--- config.mk ---
export PLATFORM = sky130hd
export DESIGN_NAME = ov5642_capture_ctrl
export DESIGN_NICKNAME = d
export VERILOG_FILES = /design/src/rtl/ov5642_pkg.sv /design/src/rtl/ov5642_sync_edge.sv /design/src/rtl/ov5642_capture_ctrl.sv
export SDC_FILE = /design/constraint.sdc
export NUM_CORES = 1
export LEC_CHECK = 0
export ABC_AREA = 0
export CORE_MARGIN = 2
export CORE_UTILIZATION = 31
export CTS_BUF_LIST = sky130_fd_sc_hd__clkbuf_4
export DETAILED_ROUTE_END_ITERATION = 7
export GPL_ROUTABILITY_DRIVEN = 0
export MAX_ROUTING_LAYER = met4
export PLACE_DENSITY = 0.61
export SETUP_SLACK_MARGIN = 0.3
export SYNTH_ARGS = -nofsm -noshare
export SYNTH_HDL_FRONTEND = slang
export SYNTH_SLANG_ARGS = --single-unit
--- constraint.sdc ---
create_clock -name pclk -period 6.4 [get_ports pclk]
set_input_delay 1.28 -clock pclk [delete_from_list [all_inputs] [get_ports pclk]]
set_output_delay 1.28 -clock pclk [all_outputs]
set_load 0.02 [all_outputs]
--- src/rtl/ov5642_pkg.sv ---
// Shared types and constants for the OV5642 camera capture path.
// Latency: n/a (declarations only).
// Backpressure: n/a (declarations only).
//
// Contents: capture FSM state enum, default line/frame geometry,
// resolution presets shared with the parallel receiver, saturating helper.
package ov5642_pkg;

  typedef enum logic [1:0] {
    ST_IDLE     = 2'd0,
    ST_WAIT_SOF = 2'd1,
    ST_CAPTURE  = 2'd2,
    ST_DROP     = 2'd3
  } cap_state_e;

  // 1280 px x 2 B per line (RGB565/YUV422), 720 lines per frame.
  localparam int DEF_H_BYTES = 2560;
  localparam int DEF_V_LINES = 720;
  localparam int DEF_CNT_W   = 16;

  // Geometry presets in bytes per line / lines per frame at 2 B per pixel.
  typedef struct packed {
    logic [15:0] h_bytes;
    logic [15:0] v_lines;
  } res_preset_t;

  localparam res_preset_t RES_VGA   = '{h_bytes: 16'd1280, v_lines: 16'd480};
  localparam res_preset_t RES_720P  = '{h_bytes: 16'd2560, v_lines: 16'd720};
  localparam res_preset_t RES_1080P = '{h_bytes: 16'd3840, v_lines: 16'd1080};
  localparam res_preset_t RES_5MP   = '{h_bytes: 16'd5184, v_lines: 16'd1944};

  // Frame counter increment that sticks at 255 instead of wrapping.
  function automatic logic [7:0] sat_inc8(input logic [7:0] v);
    return (v == 8'hFF) ? v : v + 8'd1;
  endfunction

endpackage

--- src/rtl/ov5642_sync_edge.sv ---
// Registers raw href/vsync and flags their rising/falling edges.
// Latency: edge pulses are combinational against a 1-cycle delayed copy.
// Backpressure: none; the camera syncs free-run.
//
// Ports: clk/rst_n (async active-low), href/vsync raw syncs in,
// href_rise/href_fall/vsync_rise/vsync_fall single-cycle pulses out.
module ov5642_sync_edge (
  input  logic clk,
  input  logic rst_n,
  input  logic href,
  input  logic vsync,
  output logic href_rise,
  output logic href_fall,
  output logic vsync_rise,
  output logic vsync_fall
);

  logic href_q, href_d;
  logic vsync_q, vsync_d;

  always_comb begin
    href_d  = href;
    vsync_d = vsync;
  end

  always_ff @(posedge clk or negedge rst_n) begin
    if (!rst_n) begin
      href_q  <= 1'b0;
      vsync_q <= 1'b0;
    end else begin
      href_q  <= href_d;
      vsync_q <= vsync_d;
    end
  end

  assign href_rise  =  href  & ~href_q;
  assign href_fall  = ~href  &  href_q;
  assign vsync_rise =  vsync & ~vsync_q;
  assign vsync_fall = ~vsync &  vsync_q;

endmodule

--- src/rtl/ov5642_capture_ctrl.sv ---
// Frame-aligned capture gate between the OV5642 receiver stream and frame DMA.
// Latency: 1 cycle s_tvalid -> m_tvalid through a single output register.
// Backpressure: source cannot stall; a beat arriving on a held output is lost, err_overflow set, rest of frame dropped.
//
// Ports: start/stop/num_frames/clear_err control; href/vsync raw syncs for
// geometry checks; s_* receiver stream (no tready); m_* DMA stream with
// m_tuser = start-of-frame; busy, frame_done, frames_captured, sticky errors.
module ov5642_capture_ctrl
  import ov5642_pkg::*;
#(
  parameter int H_BYTES = DEF_H_BYTES,
  parameter int V_LINES = DEF_V_LINES,
  parameter int CNT_W   = DEF_CNT_W
) (
  input  logic       pclk,
  input  logic       aresetn,
  input  logic       start,
  input  logic       stop,
  input  logic [7:0] num_frames,
  input  logic       clear_err,
  input  logic       href,
  input  logic       vsync,
  input  logic [7:0] s_tdata,
  input  logic       s_tvalid,
  input  logic       s_tlast,
  output logic [7:0] m_tdata,
  output logic       m_tvalid,
  input  logic       m_tready,
  output logic       m_tlast,
  output logic       m_tuser,
  output logic       busy,
  output logic       frame_done,
  output logic [7:0] frames_captured,
  output logic       err_overflow,
  output logic       err_size
);

  localparam logic [CNT_W-1:0] CNT_MAX   = '1;
  localparam logic [CNT_W-1:0] H_BYTES_C = CNT_W'(H_BYTES);
  localparam logic [CNT_W-1:0] V_LINES_C = CNT_W'(V_LINES);

  function automatic logic [CNT_W-1:0] cnt_inc(input logic [CNT_W-1:0] v);
    return (v == CNT_MAX) ? v : v + CNT_W'(1);
  endfunction

  cap_state_e       state_q, state_d;
  logic [7:0]       num_frames_q, num_frames_d;
  logic [7:0]       frames_captured_q, frames_captured_d;
  logic [CNT_W-1:0] line_byte_cnt_q, line_byte_cnt_d;
  logic [CNT_W-1:0] line_cnt_q, line_cnt_d;
  logic             sof_pending_q, sof_pending_d;
  logic             stop_pending_q, stop_pending_d;
  logic             err_overflow_q, err_overflow_d;
  logic             err_size_q, err_size_d;
  logic             frame_done_q, frame_done_d;
  logic             m_tvalid_q, m_tvalid_d;
  logic             m_tlast_q, m_tlast_d;
  logic             m_tuser_q, m_tuser_d;
  logic [7:0]       m_tdata_q, m_tdata_d;

  logic             href_rise, href_fall, vsync_fall;
  logic             unused_vsync_rise;
  logic             can_load, stop_now, target_next, target_met;
  logic [CNT_W-1:0] lines_seen;

  ov5642_sync_edge u_sync_edge (
    .clk        (pclk),
    .rst_n      (aresetn),
    .href       (href),
    .vsync      (vsync),
    .href_rise  (href_rise),
    .href_fall  (href_fall),
    .vsync_rise (unused_vsync_rise),
    .vsync_fall (vsync_fall)
  );

  always_comb begin
    state_d           = state_q;
    num_frames_d      = num_frames_q;
    frames_captured_d = frames_captured_q;
    line_byte_cnt_d   = line_byte_cnt_q;
    line_cnt_d        = line_cnt_q;
    sof_pending_d     = sof_pending_q;
    stop_pending_d    = stop_pending_q;
    err_overflow_d    = err_overflow_q;
    err_size_d        = err_size_q;
    frame_done_d      = 1'b0;
    m_tvalid_d        = m_tvalid_q;
    m_tlast_d         = m_tlast_q;
    m_tuser_d         = m_tuser_q;
    m_tdata_d         = m_tdata_q;
    lines_seen        = '0;

    // Clear first so an error arriving in the same cycle still wins.
    if (clear_err) begin
      err_overflow_d = 1'b0;
      err_size_d     = 1'b0;
    end

    // Held beat retires on handshake; a new load below overrides this.
    if (m_tvalid_q && m_tready) m_tvalid_d = 1'b0;

    // Byte counter includes the rising-edge cycle itself, so a line of N
    // href-high cycles reads N on the falling edge.
    if (href_rise)  line_byte_cnt_d = CNT_W'(1);
    else if (href)  line_byte_cnt_d = cnt_inc(line_byte_cnt_q);

    can_load    = !m_tvalid_q || m_tready;
    stop_now    = stop_pending_q || stop;
    target_next = (num_frames_q != 8'd0) && (frames_captured_q + 8'd1 == num_frames_q);
    target_met  = (num_frames_q != 8'd0) && (frames_captured_q >= num_frames_q);

    unique case (state_q)
      ST_IDLE: begin
        if (start && !stop) begin
          num_frames_d      = num_frames;
          frames_captured_d = 8'd0;
          state_d           = ST_WAIT_SOF;
        end
      end

      ST_WAIT_SOF: begin
        if (stop) begin
          state_d = ST_IDLE;
        end else if (vsync_fall) begin
          line_cnt_d    = '0;
          sof_pending_d = 1'b1;
          state_d       = ST_CAPTURE;
        end
      end

      ST_CAPTURE: begin
        if (stop) stop_pending_d = 1'b1;
        if (href_fall) begin
          line_cnt_d = cnt_inc(line_cnt_q);
          if (line_byte_cnt_q != H_BYTES_C) err_size_d = 1'b1;
        end
        if (s_tvalid) begin
          if (can_load) begin
            m_tvalid_d    = 1'b1;
            m_tdata_d     = s_tdata;
            m_tlast_d     = s_tlast;
            m_tuser_d     = sof_pending_q;
            sof_pending_d = 1'b0;
            if (s_tlast) begin
              // The last byte normally arrives with href still high, so
              // its line has not been closed by a falling edge yet: close
              // it here and check its length before judging the frame.
              if (href) begin
                lines_seen = cnt_inc(line_cnt_d);
                if (line_byte_cnt_d != H_BYTES_C) err_size_d = 1'b1;
              end else begin
                lines_seen = line_cnt_d;
              end
              if (lines_seen != V_LINES_C) err_size_d = 1'b1;
              frame_done_d      = 1'b1;
              frames_captured_d = sat_inc8(frames_captured_q);
              state_d           = (stop_now || target_next) ? ST_IDLE : ST_WAIT_SOF;
            end
          end else begin
            // Output register still owned by DMA: this beat is lost.
            err_overflow_d = 1'b1;
            if (s_tlast) state_d = (stop_now || target_met) ? ST_IDLE : ST_WAIT_SOF;
            else         state_d = ST_DROP;
          end
        end
      end

      ST_DROP: begin
        if (stop) stop_pending_d = 1'b1;
        if (s_tvalid && s_tlast) state_d = (stop_now || target_met) ? ST_IDLE : ST_WAIT_SOF;
      end

      default: state_d = ST_IDLE;
    endcase

    if (state_d == ST_IDLE) stop_pending_d = 1'b0;
  end

  always_ff @(posedge pclk or negedge aresetn) begin
    if (!aresetn) begin
      state_q           <= ST_IDLE;
      num_frames_q      <= 8'd0;
      frames_captured_q <= 8'd0;
      line_byte_cnt_q   <= '0;
      line_cnt_q        <= '0;
      sof_pending_q     <= 1'b0;
      stop_pending_q    <= 1'b0;
      err_overflow_q    <= 1'b0;
      err_size_q        <= 1'b0;
      frame_done_q      <= 1'b0;
      m_tvalid_q        <= 1'b0;
      m_tlast_q         <= 1'b0;
      m_tuser_q         <= 1'b0;
      m_tdata_q         <= 8'd0;
    end else begin
      state_q           <= state_d;
      num_frames_q      <= num_frames_d;
      frames_captured_q <= frames_captured_d;
      line_byte_cnt_q   <= line_byte_cnt_d;
      line_cnt_q        <= line_cnt_d;
      sof_pending_q     <= sof_pending_d;
      stop_pending_q    <= stop_pending_d;
      err_overflow_q    <= err_overflow_d;
      err_size_q        <= err_size_d;
      frame_done_q      <= frame_done_d;
      m_tvalid_q        <= m_tvalid_d;
      m_tlast_q         <= m_tlast_d;
      m_tuser_q         <= m_tuser_d;
      m_tdata_q         <= m_tdata_d;
    end
  end

  assign m_tdata         = m_tdata_q;
  assign m_tvalid        = m_tvalid_q;
  assign m_tlast         = m_tlast_q;
  assign m_tuser         = m_tuser_q;
  assign busy            = (state_q != ST_IDLE);
  assign frame_done      = frame_done_q;
  assign frames_captured = frames_captured_q;
  assign err_overflow    = err_overflow_q;
  assign err_size        = err_size_q;

endmodule
==> After elaboration in Yosys (flattened, before gate mapping) <==
Cells that the tools add are included.
W data, S select, Z words.
{ "totals": {"regBits": 68, "latch_bits": 0, "mem_bits_rw": 0, "mem_bits_ro": 0, "memories": 0} }
{ "classes": {"addsub": 4, "n_mul": 0, "div_mod_pow": 0, "n_lt_le_gt_ge": 1, "eq_ne": 18, "n_shift": 0, "n_mux": 62, "bitwise": 6, "n_reduce_logical": 26} }
{ "ops": {"columns": ["cell", "count"], "rows": [
  ["$mux W16", 14],
  ["$add A16 B1 Y16 const B", 3],
  ["$eq A16 B16 Y1 const B", 3],
  ["$mux W8", 5],
  ["$ne A16 B12 Y1 const B", 2],
  ["$pmux W16 S2", 1],
  ["$mux W1", 31],
  ["$mux W2", 8],
  ["$ne A16 B10 Y1 const B", 1],
  ["$pmux W8 S2", 1],
  ["$ne A2 B2 Y1 const B", 6],
  ["$reduce_bool A2 Y1", 5],
  ["$add A8 B1 Y8 const B", 1],
  ["$eq A8 B8 Y1", 1],
  ["$eq A8 B8 Y1 const B", 1],
  ["$ge A8 B8 Y1", 1],
  ["$pmux W2 S4", 1],
  ["$reduce_bool A8 Y1", 1],
  ["$reduce_and A3 Y1", 2],
  ["$reduce_and A6 Y1", 1],
  ["$logic_and A1 B1 Y1", 5],
  ["$reduce_and A5 Y1", 1],
  ["$eq A2 B2 Y1 const B", 2],
  ["$logic_not A2 Y1", 2],
  ["other kinds (9)", 18]
]} }

==> Depth between registers and ports, before layout <==
Gate-level depths: netlist of the first run.
{ "logic_depth": {"depth_word": 17, "depth_mapped": 13, "mapped_depth_nobuf": 12} }

==> Cells and area by module <==
From an unflattened synthesis of the first run, not the netlist that was laid out.
{ "unflattened": {"cells_unflattened": 539, "hier_area_um2": 4664.5} }
{ "by_module_without_submodules": {"columns": ["mod", "instances", "cells_each", "area_per_inst_um2"], "rows": [
  ["ov5642_capture_ctrl", 1, 533, 4579.4],
  ["ov5642_sync_edge", 1, 6, 85.1]
]} }

==> Least setup slack after synthesis of the first run <==
Ideal clock, no wire load.
{ "synth_path": {"kind": "input to register", "from": "input port href", "to": "register err_size_q, in the netlist err_size", "setup_time_ns": 0.133, "t_arrival_ns": 3.354, "t_required_ns": 6.267, "slack_ns": 2.913, "stages": 12, "path_buffers": 1, "path_cell_list": "and2b_2 > o41ai_2 > buf_6 > nand2_1 > o21ai_0 > ha_1 > o2111a_1 > nand4_2 > o41ai_4 > or4_1 > a211oi_1 > a31oi_1"} }
{ "synth_between": {"elab_chain_len": 17, "word_cells_on_any_way": 25, "cone_classes": "add/sub: 1; eq/ne: 3; mux: 18; bitwise: 3"} }
{ "synth_rtl": {"columns": ["element", "line_no", "rtl"], "rows": [
  ["start: declaration", "ov5642_capture_ctrl.sv:21", "input logic href,"],
  ["$not A1 Y1", "ov5642_sync_edge.sv:37", "assign href_fall = ~href & href_q;"],
  ["$and A1 B1 Y1", "ov5642_sync_edge.sv:37", null],
  ["$mux W16", "ov5642_capture_ctrl.sv:134", "if (href_fall) begin"],
  ["$mux W16", "ov5642_capture_ctrl.sv:113", "unique case (state_q)"],
  ["$add A16 B1 Y16 / $eq A16 B16 Y1 (equally long branches)", "ov5642_capture_ctrl.sv:43", "return (v == CNT_MAX) ? v : v + CNT_W'(1);"],
  ["$mux W16", "ov5642_capture_ctrl.sv:43", null],
  ["$mux W16", "ov5642_capture_ctrl.sv:149", "if (href) begin"],
  ["$mux W16", "ov5642_capture_ctrl.sv:145", "if (s_tlast) begin"],
  ["[... 2 more ...]", null, null],
  ["$mux W16", "ov5642_capture_ctrl.sv:113", null],
  ["$ne A16 B10 Y1", "ov5642_capture_ctrl.sv:155", "if (lines_seen != V_LINES_C) err_size_d = 1'b1;"],
  ["$mux W1", "ov5642_capture_ctrl.sv:155", null],
  ["$mux W1", "ov5642_capture_ctrl.sv:145", null],
  ["$mux W1", "ov5642_capture_ctrl.sv:139", "if (can_load) begin"],
  ["$mux W1 *", "ov5642_capture_ctrl.sv:138", "if (s_tvalid) begin"],
  ["$mux W1 *", "ov5642_capture_ctrl.sv:113", null],
  ["net err_size_d", "ov5642_capture_ctrl.sv:54", "logic err_size_q, err_size_d;"],
  ["end signal: assignment", "ov5642_capture_ctrl.sv:205", "err_size_q <= err_size_d;"],
  ["end: declaration", "ov5642_capture_ctrl.sv:54", null]
]} }
The timed path passes the listed nets; every way through them passes the cells marked *. The select of a mux whose other input is x is not followed.
A chain may end at the register's enable or synchronous reset.

==> Worst setup path after layout of the first run <==
Same ends and word-level chain as after synthesis.

==> results.sh, run 1 <==
export IMPL_status="completed"
export IMPL_synthMuxAreaShare=0.0395
export IMPL_clock_latency_ns=0.42
export IMPL_nets=578
export IMPL_syn_inst=498
export IMPL_grt_pass1_vias=3937
export IMPL_antenna_found_initial=0
export IMPL_cts_root_buffer="clkbuf_4"
export IMPL_synth_xor_area_frac=0.0553
export IMPL_ys_ff_latch=68
export IMPL_tritoncts="done"
export IMPL_dieArea_um2=15300
export IMPL_synth_avg_cell_area_um2=8.91
export IMPL_seq_area_frac_synth=0.383
export IMPL_wire_per_inst_um=15.8
export IMPL_vias=3995
export IMPL_fillers=1426
export IMPL_ir_drop_mv=0.144
export IMPL_ant_nets=0
export IMPL_rsz0062_at_grt="false"
export IMPL_cts_sinks=68
export IMPL_fmax_mhz=236
export IMPL_ff2ff_setup_slack_ns=2.42
export IMPL_crit_required_ns=6.70
export IMPL_layout_min_cycle_time_ns=4.23
export IMPL_synth_flop_cell="dfrtp_1"
export IMPL_synth_net_count=537
export IMPL_grt_pass1_wl_mm=19.1
export IMPL_fp_dieW_um=124
export IMPL_skew_ns=0.0110
export IMPL_drt_total_wl_mm=11.5
export IMPL_syn_to_final_growth_pct=16.5
export IMPL_routed_via_density=5.53
export IMPL_overflow=0
export IMPL_core_um2=13900
export IMPL_path_max_fanout=17
export IMPL_r2r_end="err_size"
export IMPL_crit_arrival_ns=4.53
export IMPL_tightestPinTransition_ns=1.09
export IMPL_hold_ws_ns=0.493
export IMPL_io_buffers=48
export IMPL_path_class="in2reg"
export IMPL_synth_top_family_by_area="simple AND/OR/NAND/NOR gates"
export IMPL_diodes=0
export IMPL_io_pins=49
export IMPL_totalNegativeSetupSlack_ns=0
export IMPL_synth_compound_area_frac=0.178
export IMPL_critPathCaptureType="register"
export IMPL_cts_resized=0
export IMPL_clkTransAtPathRegs_ns=0.11
export IMPL_numCtsBuffers=9
export IMPL_period_share=0.661
export IMPL_hold_buffers=0
export IMPL_timing_max_cap_violations=0
export IMPL_synth_most_common_cell="dfrtp_1"
export IMPL_cts_setup_buffers=0
export IMPL_hold_viol=0
export IMPL_synth_enable_flop_cells=0
export IMPL_synth_top_area_frac=0.383
export IMPL_ys_top_cells_by_count="68 x dfrtp_1, 57 x nand2_1, 40 x o21ai_0, 32 x nor2_1"
export IMPL_num_rows=43
export IMPL_slew_headroom=0.268
export IMPL_ys_warn_count=0
export IMPL_initial_utilization=0.318
export IMPL_syn_area_um2=4440
export IMPL_h_tree_depth=3
export IMPL_dr_pass1_iters=5
export IMPL_synthAdderAreaFrac=0.0367
export IMPL_cp_startpoint="href"
export IMPL_drv_slew=0
export IMPL_synth_cell_types=68
export IMPL_drive_gt1_frac=0.101
export IMPL_drt_initial_drc_count=318
export IMPL_startpoint_type="primary input"
export IMPL_synth_area_top_cells="dfrtp_1 38%, nand2_1 4.8%, o21ai_0 4.5%, ha_1 3.7%, mux2_2 3.0%"
export IMPL_endpoint="err_size"
export IMPL_rr_startpoint="line_cnt_q[0]"
export IMPL_total_leakage_power_nw=2.12
export IMPL_setup_viol=0
export IMPL_yosys_area_share_simple=0.258
export IMPL_clockBufferDepth=2
export IMPL_grt_max_degree=69
export IMPL_synth_largest_area_cell="dfrtp_1"
export IMPL_drc_errors=0
export IMPL_ys_async_sr_fraction=1.00
export IMPL_die_h_um=124
export IMPL_dp_hpwl_mm=8.32
export IMPL_r2r_cells=11
export IMPL_p_per_area_nw_per_um2=273
export IMPL_min_path_type="reg2reg"
export IMPL_grtUsageTotal=0.164
## logic make-up (layout without fill, tap and decap cells)
logic type | Yosys count | count (layout)
AO/OA/AOI/OAI | 118 | 118
XOR/XNOR | 28 | 28
adder cells (fa/ha/maj) | 13 | 13
buffers and inverters | 45 | 90
flip-flops | 68 | 68
multiplexers | 16 | 16
AND/OR/NAND/NOR | 210 | 210
## routing by layer
metal / part of all wire / up-vias / wire length [µm] / track usage
li1: - / 1912 / - / -
met1: 0.42 / 1905 / 4780 / 0.194
met2: 0.51 / 162 / 5820 / 0.274
met3: 0.062 / 16 / 713 / 0.0371
met4: 0.012 / 0 / 143 / 0.0568
met5: 0 / - / 0 / -
## worst max-delay path, cell delays in order
cell and delay [ns]:
clkdlybuf4s50_1 0.85, and2b_2 0.33, o41ai_2 0.13, o21ai_0 0.23
ha_1 0.29, o2111a_1 0.23, nand4_2 0.16, o41ai_4 0.10
or4_1 0.55, a211oi_1 0.25, a31oi_1 0.10
## registers in the layout, summed over array words and instances, names as in the netlist, 2 cells and up
name and flops:
frames_captured 8, line_byte_cnt_q 16, line_cnt_q 16, m_tdata 8, num_frames_q 8, state_q 2
## power breakdown
part	switching, mW	leakage [nW]	internal (mW)
Clock	0.155	0.0605	0.113
Combinational	0.260	1.16	0.242
Sequential	0.122	0.898	0.521
## worst min-delay path by stage
stage / endpoint / start / slack [ns] / cells after the start
after global placement: sof_pending_q / sof_pending_q / 0.46 / 1
final: m_tlast / m_tlast / 0.49 / 1
after detailed placement: m_tlast / m_tlast / 0.47 / 1
after floorplan: sof_pending_q / sof_pending_q / 0.44 / 1
after CTS: m_tlast / m_tlast / 0.50 / 1
after global routing: sof_pending_q / sof_pending_q / 0.51 / 1
## layout make-up
class                   instances  area (µm²)  area share
clock buffers                   9        67.6      0.0131
clock inverters                 6        56.3      0.0109
inverters                      22        82.6      0.0160
multi-input cells             385        2520       0.488
flip-flops and latches         68        1700       0.329
well taps                     180         225      0.0436
repair buffers                 53         513      0.0992
## through the flow
stage | instance area (µm²) | power [mW] | cells | utilization | setup WS (ns)
6_report | 5170 | 1.41 | 723 | 0.371 | 2.17
5_1_grt | 5170 | 1.52 | 723 | 0.371 | 2.00
4_1_cts | 5170 | 1.43 | 723 | 0.371 | 2.24
3_5_place_dp | 5050 | 1.15 | 708 | 0.362 | 1.78
3_3_place_gp | 5050 | 1.14 | 708 | 0.362 | 1.87
2_1_floorplan | 4440 | 0.966 | 498 | - | 2.91
## cells in the final DEF, fill, tap and decap left out, types with 5 or more instances in the layout
master           Yosys  layout
dfrtp_1             68      68
ha_1                13      13
xor2_1              13      13
and3_1               7       7
clkbuf_4             0       9
xnor2_1             15      15
a21oi_1             22      22
buf_4                3       5
nor4_1               8       8
nor3_1              20      20
nand2b_1             5       5
clkdlybuf4s50_1      0      47
a21o_1               9       9
nand4_1             19      19
o22ai_1              7       7
a31oi_1              7       7
nand3_1             21      21
nand2_1             57      57
inv_1               22      22
a22o_1               5       5
o21ai_0             40      40
nor2_1              32      32
mux2_2              12      12
No activity file was read; power rests on OpenSTA's default activity.
==> run 2: changes to the inputs <==
==> constraint.sdc (replaced) <==
create_clock -name pclk -period 4.43 [get_ports pclk]
set_input_delay 0.886 -clock pclk [delete_from_list [all_inputs] [get_ports pclk]]
set_output_delay 0.886 -clock pclk [all_outputs]
set_load 0.02 [all_outputs]
==> results.sh, run 2 (synthesis gave the netlist of run 1 again) <==
export IMPL_cts_sinks=68
export IMPL_hold_buffers=0
export IMPL_cts_resized=0
export IMPL_final_common_cell="dfrtp_1"
export IMPL_period_share=0.865
export IMPL_diodes=0
export IMPL_die_h_um=124
export IMPL_drt_initial_drc_count=401
export IMPL_status="completed"
export IMPL_ant_nets=0
export IMPL_io_buffers=48
export IMPL_p_per_area_nw_per_um2=398
export IMPL_total_leakage_power_nw=2.14
export IMPL_tightestPinTransition_ns=0.927
export IMPL_critPathTopFamily="compound AO/OA/AOI/OAI gates"
export IMPL_dp_cells=711
export IMPL_tritoncts="done"
export IMPL_path_class="reg2reg"
export IMPL_worstHoldStart="sof_pending_q"
export IMPL_p_int_mw=1.28
export IMPL_fp_dieW_um=124
export IMPL_syn_to_final_growth_pct=17.1
export IMPL_drv_slew=0
export IMPL_dr_pass1_iters=5
export IMPL_slowest_delay_ns=0.60
export IMPL_comb_power_share=0.352
export IMPL_io_pins=49
export IMPL_crit_cells=12
export IMPL_reg_top3="line_byte_cnt_q (16), line_cnt_q (16)"
export IMPL_num_rows=43
export IMPL_grtUsageTotal=0.168
export IMPL_grt_max_degree=43
export IMPL_drive_gt1_frac=0.110
export IMPL_fin_cells=727
export IMPL_timing_max_cap_violations=0
export IMPL_cp_common_cell="ha_1"
export IMPL_crit_required_ns=4.76
export IMPL_fillers=1387
export IMPL_path_cells="ha_1 -> nand3_4 -> o41ai_2 -> buf_4 -> xnor2_1 -> ha_1 -> o2111a_1 -> nand4_2 -> o41ai_4 -> nand4_1 -> a211oi_1 -> a31oi_1"
export IMPL_initial_utilization=0.318
export IMPL_min_path_type="reg2reg"
export IMPL_clockBufferDepth=2
export IMPL_pwr_share_clk=0.197
export IMPL_core_um2=13900
export IMPL_wire_per_inst_um=16.0
export IMPL_drt_total_wl_mm=11.6
export IMPL_crit_slowest_cell="dfrtp_1"
export IMPL_antenna_found_initial=0
export IMPL_path_max_fanout=13
export IMPL_grt_pass1_vias=3882
export IMPL_hold_depth=1
export IMPL_r2r_end="err_size"
export IMPL_dp_hpwl_mm=8.46
export IMPL_power_share_sequential=0.451
export IMPL_cts_setup_buffers=0
export IMPL_switching_share=0.383
export IMPL_hold_path_end="sof_pending_q"
export IMPL_slew_headroom=0.382
export IMPL_overflow=0
export IMPL_nets=581
export IMPL_critPathCaptureType="register"
export IMPL_startpoint_type="register"
export IMPL_vias=4038
export IMPL_setup_viol=0
export IMPL_numCtsBuffers=9
export IMPL_totalNegativeSetupSlack_ns=0
export IMPL_dieArea_um2=15300
export IMPL_ff2ff_setup_slack_ns=0.60
export IMPL_final_cell_mix="68 x dfrtp_1, 57 x nand2_1, 47 x clkdlybuf4s50_1, 40 x o21ai_0, 32 x nor2_1"
export IMPL_cp_num_buf_inv=1
export IMPL_clkTransAtPathRegs_ns=0.12
export IMPL_drc_errors=0
export IMPL_r2r_cells=12
export IMPL_p_sw_mw=0.794
export IMPL_rr_startpoint="line_cnt_q[0]"
export IMPL_skew_ns=0.0153
export IMPL_clock_latency_ns=0.45
export IMPL_layout_min_cycle_time_ns=3.83
export IMPL_grt_pass1_wl_mm=19.4
export IMPL_hold_viol=0
export IMPL_rsz0062_at_grt="false"
export IMPL_crit_arrival_ns=4.16
export IMPL_cts_root_buffer="clkbuf_4"
export IMPL_routed_via_density=5.55
export IMPL_ir_drop_mv=0.212
export IMPL_h_tree_depth=3
export IMPL_fmax_mhz=261
[run 2: routing by layer]
layer | track usage | up-vias | wire length (µm)
li1 | - | 1921 | -
met1 | 0.212 | 1933 | 5090
met2 | 0.254 | 148 | 5420
met3 | 0.0504 | 36 | 772
met4 | 0.0618 | 0 | 342
met5 | - | - | 0
[run 2: stage by stage]
stage	power (mW)	util	area, µm²	hold WS [ns]	setup slack [ns]
after detailed placement	1.67	0.364	5070	0.473	0.582
final	2.07	0.373	5200	0.492	0.600
after CTS	2.09	0.373	5200	0.498	0.655
after global routing	2.23	0.373	5200	0.517	0.398
after global placement	1.66	0.364	5070	0.459	0.590
after floorplan	1.40	-	4440	0.444	1.34
[run 2: worst max path at each step]
stage	startpoint	end
6_report	line_cnt_q[0]	err_size
5_1_grt	line_cnt_q[0]	err_size
4_1_cts	line_cnt_q[0]	err_size
3_5_place_dp	href	err_size
3_3_place_gp	href	err_size
2_1_floorplan	href	err_size
[run 2: worst reg2reg max path, cell delays in order, from the launching register on]
cell      delay, ns
dfrtp_1        0.60
ha_1           0.51
nand3_4        0.16
o41ai_2        0.46
buf_4          0.27
xnor2_1        0.14
ha_1           0.23
o2111a_1       0.30
nand4_2        0.16
o41ai_4        0.40
nand4_1        0.14
a211oi_1       0.25
a31oi_1        0.10
[run 2: cell type report]
class	count	area [µm²]	area share
inverter	22	82.6	0.0159
sequential	68	1700	0.327
timing repair buffer	56	536	0.103
multi-input combinational	385	2520	0.485
clock buffer	10	75.1	0.0144
clock inverter	6	55.1	0.0106
tap	180	225	0.0433
[run 2: power by group through the flow]
stage | clock network, mW | registers, mW | logic, mW
floorplan | 0 | 0.939 | 0.457
finish | 0.408 | 0.934 | 0.730
global placement | 0 | 0.938 | 0.718
detailed placement | 0 | 0.943 | 0.731
CTS | 0.428 | 0.931 | 0.736
global route | 0.455 | 0.962 | 0.810
==> run 3: changes to the inputs <==
--- a/config.mk
+++ b/config.mk
@@ -7,13 +7,14 @@
 export LEC_CHECK = 0
 export ABC_AREA = 0
 export CORE_MARGIN = 2
-export CORE_UTILIZATION = 31
+export CORE_UTILIZATION = 30
 export CTS_BUF_LIST = sky130_fd_sc_hd__clkbuf_4
 export DETAILED_ROUTE_END_ITERATION = 7
-export GPL_ROUTABILITY_DRIVEN = 0
+export GPL_ROUTABILITY_DRIVEN = 1
 export MAX_ROUTING_LAYER = met4
-export PLACE_DENSITY = 0.61
+export PLACE_DENSITY = 0.6
 export SETUP_SLACK_MARGIN = 0.3
+export SLEW_MARGIN = 20
 export SYNTH_ARGS = -nofsm -noshare
 export SYNTH_HDL_FRONTEND = slang
 export SYNTH_SLANG_ARGS = --single-unit
==> results.sh, run 3 (synthesis gave the netlist of run 1 again) <==
export IMPL_min_path_type="in2async"
export IMPL_path_cells="ha_1 -> nand3_4 -> o41ai_2 -> nand2_1 -> o21ai_0 -> ha_1 -> o2111a_1 -> nand4_2 -> o41ai_4 -> nand4_1 -> a211oi_1 -> a31oi_1"
export IMPL_crit_required_ns=4.76
export IMPL_fin_util=0.361
export IMPL_startpoint_type="register"
export IMPL_status="completed"
export IMPL_ir_drop_mv=0.233
export IMPL_grtUsageTotal=0.155
export IMPL_slowest_delay_ns=0.63
export IMPL_cts_setup_buffers=0
export IMPL_routed_via_density=5.50
export IMPL_drv_slew=0
export IMPL_drive_gt1_frac=0.120
export IMPL_core_um2=14500
export IMPL_path_max_fanout=13
export IMPL_post_place_ws_ns=0.494
export IMPL_dr_pass1_iters=6
export IMPL_fp_dieW_um=126
export IMPL_skew_ns=0.0221
export IMPL_tritoncts="done"
export IMPL_io_pins=49
export IMPL_placed_area_um2=5110
export IMPL_wire_per_inst_um=15.9
export IMPL_grt_pass1_wl_mm=19.4
export IMPL_dp_hpwl_mm=8.73
export IMPL_syn_to_final_growth_pct=17.8
export IMPL_total_leakage_power_nw=2.16
export IMPL_nets=586
export IMPL_clkTransAtPathRegs_ns=0.12
export IMPL_reg_top3="line_byte_cnt_q (16), line_cnt_q (16)"
export IMPL_drt_total_wl_mm=11.7
export IMPL_die_h_um=126
export IMPL_slew_headroom=0.387
export IMPL_period_share=0.830
export IMPL_fillers=1490
export IMPL_dieArea_um2=15800
export IMPL_crit_slowest_cell="o41ai_2"
export IMPL_h_tree_depth=3
export IMPL_diodes=0
export IMPL_drc_errors=0
export IMPL_final_cell_mix="68 x dfrtp_1, 57 x nand2_1, 47 x clkdlybuf4s50_1, 40 x o21ai_0, 32 x nor2_1"
export IMPL_rsz0062_at_grt="false"
export IMPL_hold_buffers=0
export IMPL_gp_congestion=0.942
export IMPL_timing_max_cap_violations=0
export IMPL_totalNegativeSetupSlack_ns=0
export IMPL_hold_ws_ns=0.499
export IMPL_layout_min_cycle_time_ns=3.68
export IMPL_numCtsBuffers=9
export IMPL_cts_sinks=68
export IMPL_cp_common_cell="ha_1"
export IMPL_p_per_area_nw_per_um2=389
export IMPL_crit_arrival_ns=4.00
export IMPL_final_common_cell="dfrtp_1"
export IMPL_r2r_cells=12
export IMPL_hold_viol=0
export IMPL_clockBufferDepth=2
export IMPL_critPathCaptureType="register"
export IMPL_cts_resized=0
export IMPL_setup_slack_ns=0.754
export IMPL_cts_root_buffer="clkbuf_4"
export IMPL_fin_area_um2=5230
export IMPL_num_rows=44
export IMPL_tightestPinTransition_ns=0.920
export IMPL_grt_max_degree=36
export IMPL_grt_pass1_vias=3948
export IMPL_path_class="reg2reg"
export IMPL_setup_viol=0
export IMPL_drt_initial_drc_count=294
export IMPL_io_buffers=48
export IMPL_antenna_found_initial=0
export IMPL_fmax_mhz=272
export IMPL_clock_latency_ns=0.44
export IMPL_initial_utilization=0.307
export IMPL_ant_nets=0
export IMPL_vias=4046
export IMPL_overflow=0
-- run 3: cell count changes in the layout (fill, tap and decap cells not counted), sizes merged --
cell and delta:
inv +1, buf +5, bufinv -1, clkinvlp +2, clkinv -2
-- run 3: critical path, delay by kind of cell (launching register included) --
family	cells	cell delay [ns]
flops	1	0.61
fa+ha+maj	2	0.56
compound gates	6	1.86
simple gates	4	0.54
-- run 3: final cells by class --
class / count / area, µm² / area share
well taps: 184 / 230 / 0.0441
clock inverters: 6 / 40.0 / 0.00766
inverters: 22 / 82.6 / 0.0158
multi-input cells: 385 / 2520 / 0.483
clock buffers: 10 / 75.1 / 0.0144
repair buffers: 61 / 573 / 0.110
flip-flops and latches: 68 / 1700 / 0.326
-- run 3: final timing paths --
kind | slack (ns) | to | from
worst max-delay path | 0.75 | err_size | line_cnt_q[0]
worst min-delay path | 0.50 | m_tuser | aresetn
worst max register to register | 0.75 | err_size | line_cnt_q[0]
worst min register to register | 0.50 | sof_pending_q | sof_pending_q
max in group asynchronous | 2.95 | line_byte_cnt_q[13] | aresetn
min in group pclk | 0.50 | sof_pending_q | sof_pending_q
-- run 3: power by group --
part / internal (mW) / switching (mW)
Sequential: 0.752 / 0.181
Clock: 0.120 / 0.243
Combinational: 0.356 / 0.379
Total: 1.23 / 0.803
-- run 3: per-layer routing --
metal  vias to the layer above  wire length (µm)  track usage
li1                       1924                 -            -
met1                      1962              5370        0.194
met2                       141              5450        0.238
met3                        19               633       0.0408
met4                         0               248       0.0641
met5                         -                 0            -
-- run 3: through the flow --
stage	total power, mW	instances
after floorplan	1.40	498
after global placement	1.67	720
after detailed placement	1.68	720
after CTS	2.05	736
after global routing	2.17	736
final	2.03	736
